<file path="src/rtl/mfu_pkg.sv">
// Shared MFU definitions: precision mode codes and per-mode beat helpers.
// Used by the operand packer and other MFU feeders.
package mfu_pkg;

    localparam int MODE_W = 3;

    localparam logic [MODE_W-1:0] MODE_2B = 3'd0;
    localparam logic [MODE_W-1:0] MODE_4B = 3'd1;
    localparam logic [MODE_W-1:0] MODE_8B = 3'd2;

    typedef struct packed {
        logic [31:0]       w;
        logic [7:0]        a;
        logic [MODE_W-1:0] mode;
    } mfu_word_t;

    function automatic logic [1:0] beats_per_mode(
        input logic [MODE_W-1:0] mode
    );
        logic [1:0] idx;
        idx = 2'd0;
        unique case (1'b1)
            (mode == MODE_2B): idx = 2'd3;
            (mode == MODE_4B): idx = 2'd1;
            default:           idx = 2'd0;
        endcase
        return idx;
    endfunction

    // Illegal codes are treated as full 8-bit precision.
    function automatic logic [MODE_W-1:0] legal_mode(
        input logic [MODE_W-1:0] mode
    );
        return (mode > MODE_8B) ? MODE_8B : mode;
    endfunction

endpackage

</file>
<file path="src/rtl/mfu_act_replicate.sv">
// Replicates an 8-bit activation across the lanes of the selected precision.
// Purely combinational; shared by MFU feeders.
module mfu_act_replicate
    import mfu_pkg::*;
(
    input  logic [MODE_W-1:0] mode,
    input  logic [7:0]        a,
    output logic [7:0]        a_rep
);

    always_comb begin
        a_rep = a;
        unique case (1'b1)
            (mode == MODE_2B): a_rep = {4{a[1:0]}};
            (mode == MODE_4B): a_rep = {2{a[3:0]}};
            default:           a_rep = a;
        endcase
    end

endmodule

</file>
<file path="src/rtl/mfu_operand_packer.sv">
// Byte-stream to MFU operand word packer with valid/ready output register.
// Optional zero-word skipping is enabled by defining MFU_PACK_ZSKIP_EN.
module mfu_operand_packer
    import mfu_pkg::*;
#(
    parameter int ZCNT_W = 16
) (
    input  logic              clk,
    input  logic              rst,
    input  logic [MODE_W-1:0] in_mode,
    input  logic [7:0]        in_w,
    input  logic [7:0]        in_a,
    input  logic              in_valid,
    output logic              in_ready,
    output logic [31:0]       out_w,
    output logic [7:0]        out_a,
    output logic [MODE_W-1:0] out_mode,
    output logic              out_valid,
    input  logic              out_ready,
    output logic              mode_err,
    output logic [ZCNT_W-1:0] zskip_cnt
);

    logic [1:0]        beat_cnt;
    logic [MODE_W-1:0] mode_q;
    logic [7:0]        a_q;
    logic [7:0]        b0_q;
    logic [7:0]        b1_q;
    logic [7:0]        b2_q;

    logic              first;
    logic              last;
    logic              take;
    logic              load;
    logic              skip;
    logic [MODE_W-1:0] cur_mode;
    logic [7:0]        cur_a;
    logic [7:0]        rep_a;
    logic [31:0]       pack_w;
    mfu_word_t         out_q;

    // Beat 0 uses the live inputs; later beats use the latched copies.
    assign first    = (beat_cnt == 2'd0);
    assign cur_mode = first ? legal_mode(in_mode) : mode_q;
    assign cur_a    = first ? in_a : a_q;
    assign last     = (beat_cnt == beats_per_mode(cur_mode));

    always_comb begin
        pack_w = {4{in_w}};
        unique case (1'b1)
            (cur_mode == MODE_2B): pack_w = {b0_q, b1_q, b2_q, in_w};
            (cur_mode == MODE_4B): pack_w = {b0_q, b0_q, in_w, in_w};
            default:               pack_w = {4{in_w}};
        endcase
    end

    mfu_act_replicate u_act (
        .mode  (cur_mode),
        .a     (cur_a),
        .a_rep (rep_a)
    );

`ifdef MFU_PACK_ZSKIP_EN
    assign skip = last && (pack_w == 32'd0);
`else
    assign skip = 1'b0;
`endif

    // Only a final beat that must load a full output register stalls.
    assign in_ready = !(last && !skip && out_valid && !out_ready);
    assign take     = in_valid && in_ready;
    assign load     = take && last && !skip;

    always_ff @(posedge clk or posedge rst) begin
        if (rst) begin
            beat_cnt <= 2'd0;
            mode_q   <= MODE_2B;
            a_q      <= 8'd0;
            b0_q     <= 8'd0;
            b1_q     <= 8'd0;
            b2_q     <= 8'd0;
        end else if (take) begin
            beat_cnt <= last ? 2'd0 : beat_cnt + 2'd1;
            if (first) begin
                mode_q <= cur_mode;
                a_q    <= in_a;
            end
            if (beat_cnt == 2'd0) b0_q <= in_w;
            if (beat_cnt == 2'd1) b1_q <= in_w;
            if (beat_cnt == 2'd2) b2_q <= in_w;
        end
    end

    always_ff @(posedge clk or posedge rst) begin
        if (rst) begin
            mode_err <= 1'b0;
        end else if (take && first && (in_mode > MODE_8B)) begin
            mode_err <= 1'b1;
        end
    end

    always_ff @(posedge clk or posedge rst) begin
        if (rst) begin
            out_q     <= '0;
            out_valid <= 1'b0;
        end else if (load) begin
            out_q     <= '{w: pack_w, a: rep_a, mode: cur_mode};
            out_valid <= 1'b1;
        end else if (out_ready) begin
            out_valid <= 1'b0;
        end
    end

    assign out_w    = out_q.w;
    assign out_a    = out_q.a;
    assign out_mode = out_q.mode;

`ifdef MFU_PACK_ZSKIP_EN
    always_ff @(posedge clk or posedge rst) begin
        if (rst) begin
            zskip_cnt <= '0;
        end else if (take && skip && (zskip_cnt != '1)) begin
            zskip_cnt <= zskip_cnt + 1'b1;
        end
    end
`else
    assign zskip_cnt = '0;
`endif

endmodule

</file>
<file path="config.mk">
export PLATFORM = sky130hd
export DESIGN_NAME = mfu_operand_packer
export DESIGN_NICKNAME = d
export VERILOG_FILES = /design/src/rtl/mfu_pkg.sv /design/src/rtl/mfu_act_replicate.sv /design/src/rtl/mfu_operand_packer.sv
export SDC_FILE = /design/constraint.sdc
export NUM_CORES = 1
export LEC_CHECK = 0
export ABC_AREA = 0
export BUFFER_PORTS_ARGS = -buffer_cell sky130_fd_sc_hd__buf_2
export CELL_PAD_IN_SITES_DETAIL_PLACEMENT = 1
export CELL_PAD_IN_SITES_GLOBAL_PLACEMENT = 2
export CORE_MARGIN = 5
export CORE_UTILIZATION = 30
export CTS_BUF_LIST = sky130_fd_sc_hd__clkbuf_8
export CTS_CLUSTER_DIAMETER = 80
export DETAILED_ROUTE_END_ITERATION = 8
export HOLD_SLACK_MARGIN = 0.1
export PLACE_DENSITY_LB_ADDON = 0.15
export SYNTH_ARGS = -nofsm -noshare
export SYNTH_HDL_FRONTEND = slang
export SYNTH_SLANG_ARGS = --single-unit
</file>
<file path="constraint.sdc">
create_clock -name clk -period 2.7 [get_ports clk]
set_input_delay 0.135 -clock clk [delete_from_list [all_inputs] [get_ports clk]]
set_output_delay 0.135 -clock clk [all_outputs]
set_load 0.005 [all_outputs]
</file>
==> flow_metrics.tcl, run 1 <==
set metrics [dict create \
    rsz0062_at_grt "no" \
    routed_wl_mm 9.68 \
    worstMarginPinSlew_ps 910 \
    antenna_found_initial 0 \
    clkPwrFrac_pct 15.3 \
    p_leak_nw 2.36 \
    yosysSeqAreaShare_pct 50.0 \
    required_ps 2940 \
    power.density_nw_per_um2 1140 \
    whs_path_depth 3 \
    antenna_left 0 \
    comb_power_share_pct 46.9 \
    drive_gt1_share_pct 40.3 \
    cts-root-buf "clkbuf_8" \
    place_ws_ps 38.7 \
    drv_cap 0 \
    setup_ws_ps 128 \
    clock-sinks 82 \
    intPower_mw 3.78 \
    synth.area.top_cells "dfrtp_1 (50%), mux2_4 (14%), mux2_1 (9.9%), mux2_2 (4.4%), buf_4 (3.5%)" \
    drcViolationCount 0 \
    hpwlAfterDp_mm 6.84 \
    htree_levels 3 \
    cp_num_buf_inv 2 \
    drtIter0Drc 53 \
    cp_data_arrival_time_ps 2820 \
    timing.fmax_mhz 389 \
    drv_slew 0 \
    io_pins 85 \
    switchingPower_mw 1.92 \
    switching_share_pct 33.7 \
    die_y_um 127 \
    numCtsBuffers 9 \
    synth_largest_area_cell "dfrtp_1" \
    nets 429 \
    fin_crit_sh_pct 95.2 \
    synth_cell_types 35 \
    fp-row-count 42 \
    grt_pass1_vias 2976 \
    async_reset_ff_share_pct 100 \
    grt_pass1_wl_mm 16.0 \
    cp_slowest_stage_delay_ps 450 \
    clk_pin_slew_ps 80 \
    peakVddDrop_uv 370 \
    core_um2 13300 \
    wl_per_cell_um 16.6 \
    dr.pass1.iters 4 \
    p_seq_share_pct 37.8 \
    crit_family "compound AO/OA/AOI/OAI gates" \
    yosysTopAreaCellShare_pct 50.0 \
    fill_cells 1477 \
    min_path_type "in2reg" \
    maxSlewHeadroom_pct 39.3 \
    cts_tree "yes" \
    final_cell_area_um2 5000 \
    start_util_pct 30.7 \
    grt_start_max_net_pins 49 \
    cp-start-kind "flip-flop" \
    gp_congestion 0.778 \
    setup_violations 0 \
    syn_avg_cell_area_um2 13.2 \
    fin_worst_hold_slack_ps 167 \
    fin_tns_setup_ps 0 \
    area_delta_synth_final_pct 21.8 \
    netlist_instances 310 \
    die_area_um2 16100 \
    ys_ff_latch 82 \
    slowest_stage "a2111oi_2" \
    fin_cells 583 \
    synth_area_um2 4100 \
    post_cts.repair.setup_buffers 0 \
    fin_crit_ps 2570 \
    fp.dieW_um 127 \
    dpl_cell_area_um2 4660 \
    skew_ps 10.5 \
    diodes 0 \
    path_class "reg2reg" \
    clk_latency_ps 360 \
    status "finished, final reports clean" \
    power_mw 5.70 \
    overflow 0 \
    clockBufferDepth 2 \
    endpoint_kind "flip-flop" \
    path_depth 8 \
    ys.flop_type "dfrtp_1" \
    postLayoutCoreUtil_pct 37.5 \
    crit_fanout 26 \
    io_buffers 68 \
    via_per_inst 4.53 \
    r2r_cells 8 \
    vias 2641 \
    synth_edf_count 0 \
    final-hold-violation-count 0 \
    numPlacedInstances 553 \
    ys_warn_count 0 \
    crit_chain "inv_2 -> ha_2 -> nor3_2 -> a2111oi_2 -> a41o_4 -> and3_4 -> buf_12 -> mux2_1" \
    track_usage_pct 12.9 \
]
==> synthesized netlist by cell type, types with 2 or more instances <==
| cell | number |
|---|---|
| clkbuf_1 | 5 |
| nor2_1 | 4 |
| mux2_1 | 36 |
| buf_6 | 5 |
| mux2i_1 | 6 |
| buf_4 | 19 |
| a21o_1 | 5 |
| nand2b_1 | 2 |
| nor2b_1 | 3 |
| dfrtp_1 | 82 |
| nand2_1 | 15 |
| mux2_2 | 16 |
| mux2_4 | 38 |
| inv_1 | 13 |
| a21oi_4 | 3 |
| a21oi_1 | 20 |
| o21ai_0 | 18 |
| ha_1 | 3 |
==> placed cells by master, fill, tap and decap left out, types with 3 or more instances in the layout <==
cell	synthesis	layout
mux2_1	36	36
o21ai_0	18	18
buf_4	19	11
a21o_1	5	5
mux2_2	16	16
nand2_1	15	15
inv_1	13	14
mux2i_1	6	6
clkbuf_8	0	10
nor2b_1	3	3
buf_12	0	4
dlygate4sd3_1	0	15
mux2_4	38	38
buf_2	1	68
a21oi_1	20	19
conb_1	1	16
a21oi_4	3	3
nor2_1	4	4
clkinv_2	0	3
dfrtp_1	82	82
==> worst reg2reg max path, stage by stage (launching register included) <==
cell       delay (ps)
dfrtp_1           440
inv_2             110
ha_2              300
nor3_2            100
a2111oi_2         450
a41o_4            230
and3_4            240
buf_12            220
mux2_1            370
==> cell families (layout without fill, tap and decap cells) <==
group,after synthesis,count (layout),share of synthesized area (%)
compound gates,52,52,8.45
fa+ha+maj,3,3,0.915
buf+inv,45,127,6.80
flops,82,82,50.0
mux,96,96,29.6
other cells,1,16,0.0914
simple gates,31,31,4.12
==> cell type report <==
class / instances / area, um2 / share of cell area, %
Clock buffer: 10 / 138 / 2.75
Timing Repair Buffer: 98 / 653 / 13.1
Inverter: 14 / 53.8 / 1.08
Clock inverter: 5 / 47.5 / 0.951
Sequential cell: 82 / 2050 / 41.0
Multi-Input combinational cell: 198 / 1840 / 36.7
Tap cell: 176 / 220 / 4.40
==> metal layers <==
layer	up-vias	track usage (%)	wire, um
li1	1232	-	-
met1	1330	16.8	4420
met2	61	20.1	4580
met3	18	2.90	412
met4	0	6.18	279
met5	-	0	0
==> power by group through the flow <==
stage                     clock [mW]  combinational [mW]  sequential, mW
after floorplan                    0                1.86            2.14
after global placement             0                2.66            2.16
after detailed placement           0                2.72            2.18
after CTS                      0.910                2.74            2.17
after global routing           0.969                2.96            2.24
final                          0.872                2.67            2.15
==> flip-flops by register name, indices dropped and copies added, names as in the netlist <==
name / flops
b0_q: 8
out_w: 32
b1_q: 8
beat_cnt: 2
b2_q: 8
a_q: 8
out_a: 8
mode_q: 3
mode_err: 1
out_valid: 1
out_mode: 3
==> what timing repair did <==
item	4_1_cts	5_1_grt
hold endpoints to repair	80	0
resized for setup	0	1
endpoints found under the setup margin	0	61
hold buffers	15	0
==> final timing paths <==
path	start	slack, ps	to
worst max-delay path	beat_cnt[1]	130	out_w[29]
worst min-delay path	in_mode[0]	170	mode_q[0]
worst max register to register	beat_cnt[1]	130	out_w[29]
worst min register to register	mode_err	450	mode_err
max in group asynchronous	rst	1510	b2_q[3]
min in group asynchronous	rst	500	out_w[28]
No activity file was read; power rests on OpenSTA's default activity.
==> inputs of run 2 (changes only) <==
--- a/config.mk
+++ b/config.mk
@@ -6,7 +6,6 @@
 export NUM_CORES = 1
 export LEC_CHECK = 0
 export ABC_AREA = 0
-export BUFFER_PORTS_ARGS = -buffer_cell sky130_fd_sc_hd__buf_2
 export CELL_PAD_IN_SITES_DETAIL_PLACEMENT = 1
 export CELL_PAD_IN_SITES_GLOBAL_PLACEMENT = 2
 export CORE_MARGIN = 5
@@ -14,6 +13,7 @@
 export CTS_BUF_LIST = sky130_fd_sc_hd__clkbuf_8
 export CTS_CLUSTER_DIAMETER = 80
 export DETAILED_ROUTE_END_ITERATION = 8
+export DONT_BUFFER_PORTS = 1
 export HOLD_SLACK_MARGIN = 0.1
 export PLACE_DENSITY_LB_ADDON = 0.15
 export SYNTH_ARGS = -nofsm -noshare
==> constraint.sdc (replaced) <==
create_clock -name clk -period 2.4 [get_ports clk]
set_input_delay 0.12 -clock clk [delete_from_list [all_inputs] [get_ports clk]]
set_output_delay 0.12 -clock clk [all_outputs]
set_load 0.005 [all_outputs]
==> flow_metrics.tcl, run 2 (synthesis gave the netlist of run 1 again) <==
set metrics [dict create \
    drv_slew 0 \
    layout_common_cells "dfrtp_1 (82), mux2_4 (38), mux2_1 (36), dlygate4sd3_1 (23), a21oi_1 (19)" \
    hpwlAfterDp_mm 6.80 \
    fp.dieW_um 127 \
    fin_crit_ps 2320 \
    diodes 0 \
    layout_commonest_cell "dfrtp_1" \
    drive_gt1_share_pct 30.3 \
    status "finished, final reports clean" \
    gp_congestion 0.766 \
    cts_tree "yes" \
    clk_pin_slew_ps 80 \
    via_per_inst 4.68 \
    p_leak_nw 2.20 \
    antenna_found_initial 0 \
    grtUsageMet2_pct 20.5 \
    start_util_pct 30.7 \
    die_area_um2 16100 \
    fp-row-count 42 \
    min_path_type "in2reg" \
    largest_reg_flops 32 \
    timing.fmax_mhz 431 \
    numCtsBuffers 9 \
    htree_levels 3 \
    clk_latency_ps 370 \
    dpl_cell_area_um2 4450 \
    cts-root-buf "clkbuf_8" \
    routed_wl_mm 10.1 \
    required_ps 2660 \
    drv_cap 0 \
    cp_data_arrival_time_ps 2580 \
    grt_use_met3_pct 4.46 \
    crit_fanout 8 \
    skew_ps 10.3 \
    wl_per_cell_um 18.8 \
    setup_ws_ps 79.0 \
    gr-usage-met1_pct 16.5 \
    final-hold-violation-count 0 \
    antenna_left 0 \
    track_usage_pct 12.9 \
    postLayoutCoreUtil_pct 37.0 \
    endpoint_kind "flip-flop" \
    grt_pass1_wl_mm 16.0 \
    top_usage_layer "met2" \
    fin_crit_sh_pct 96.7 \
    maxSlewHeadroom_pct 54.9 \
    power.density_nw_per_um2 1290 \
    die_y_um 127 \
    nets 381 \
    grt_pass1_vias 2750 \
    cp-start-kind "flip-flop" \
    place_ws_ps -89.1 \
    worstMarginPinSlew_ps 676 \
    io_buffers 0 \
    clockBufferDepth 2 \
    path_class "reg2reg" \
    grt_start_max_net_pins 51 \
    drcViolationCount 0 \
    peakVddDrop_uv 464 \
    drtIter0Drc 83 \
    clock-sinks 82 \
    area_delta_synth_final_pct 20.3 \
    setup_violations 0 \
    overflow 0 \
    io_pins 85 \
    dr.pass1.iters 4 \
    core_um2 13300 \
    final_cell_area_um2 4940 \
    vias 2510 \
]
[run 2: cell types whose count changed in the layout (fill, tap and decap cells not counted), sizes merged]
cell         delta
buf            -56
dlygate4sd3     +8
inv             +2
clkbuf          -1
clkinv          -1
clkinvlp        +1
[run 2: report_power, final]
| group | internal [mW] | total (mW) | switching [mW] |
|---|---|---|---|
| clock | 0.472 | 0.985 | 0.513 |
| combinational | 1.63 | 2.86 | 1.23 |
| sequential | 2.06 | 2.53 | 0.462 |
| total | 4.17 | 6.37 | 2.20 |
[run 2: critical path: stages, from the launching register on]
cell and delay [ps]:
dfrtp_1 380, inv_1 140, ha_4 220, nand4bb_4 160, a21o_1 210, a41o_4 300
buf_4 160, a21oi_4 160, buf_12 140, mux2_1 320
[run 2: final timing paths]
check / slack (ps) / depth (start not counted) / end / from
setup / recovery: 80 / 9 / b2_q[3] / beat_cnt[0]
setup reg to reg: 80 / 9 / b2_q[3] / beat_cnt[0]
max in group asynchronous: 1440 / 3 / b2_q[7] / rst
hold reg to reg: 490 / 1 / b0_q[4] / b0_q[4]
min in group asynchronous: 290 / 2 / out_w[20] / rst
hold / removal: 130 / 3 / out_a[4] / in_a[4]
[run 2: layout make-up]
class	count	area [um2]
fill	1420	8410
sequential	82	2050
multi-input combinational	198	1880
timing repair buffer	50	546
tap	176	220
clock buffer	9	124
clock inverter	7	62.6
inverter	14	53.8
[run 2: timing repair]
item | in CTS | in global routing
setup buffers | 1 | 1
pin swaps | 1 | 2
endpoints found under the setup margin | 60 | 52
endpoints found under the hold margin | 103 | 0
hold buffers | 23 | 0
resized for setup | 2 | 4
[run 2: per-stage QoR]
step	total power [mW]	cells	setup TNS (ps)	hold slack [ps]
after floorplan	4.50	325	-235	255
final	6.37	536	0	134
after detailed placement	5.34	495	-2140	135
after global routing	6.84	536	-27.6	136
after global placement	5.28	495	0	132
after CTS	6.48	535	0	110
[run 2: metal layers]
layer | vias to the layer above | part of all wire [%]
met5 | - | 0
met4 | 0 | 1.4
met3 | 12 | 5.2
met2 | 60 | 48
met1 | 1300 | 45
li1 | 1138 | -
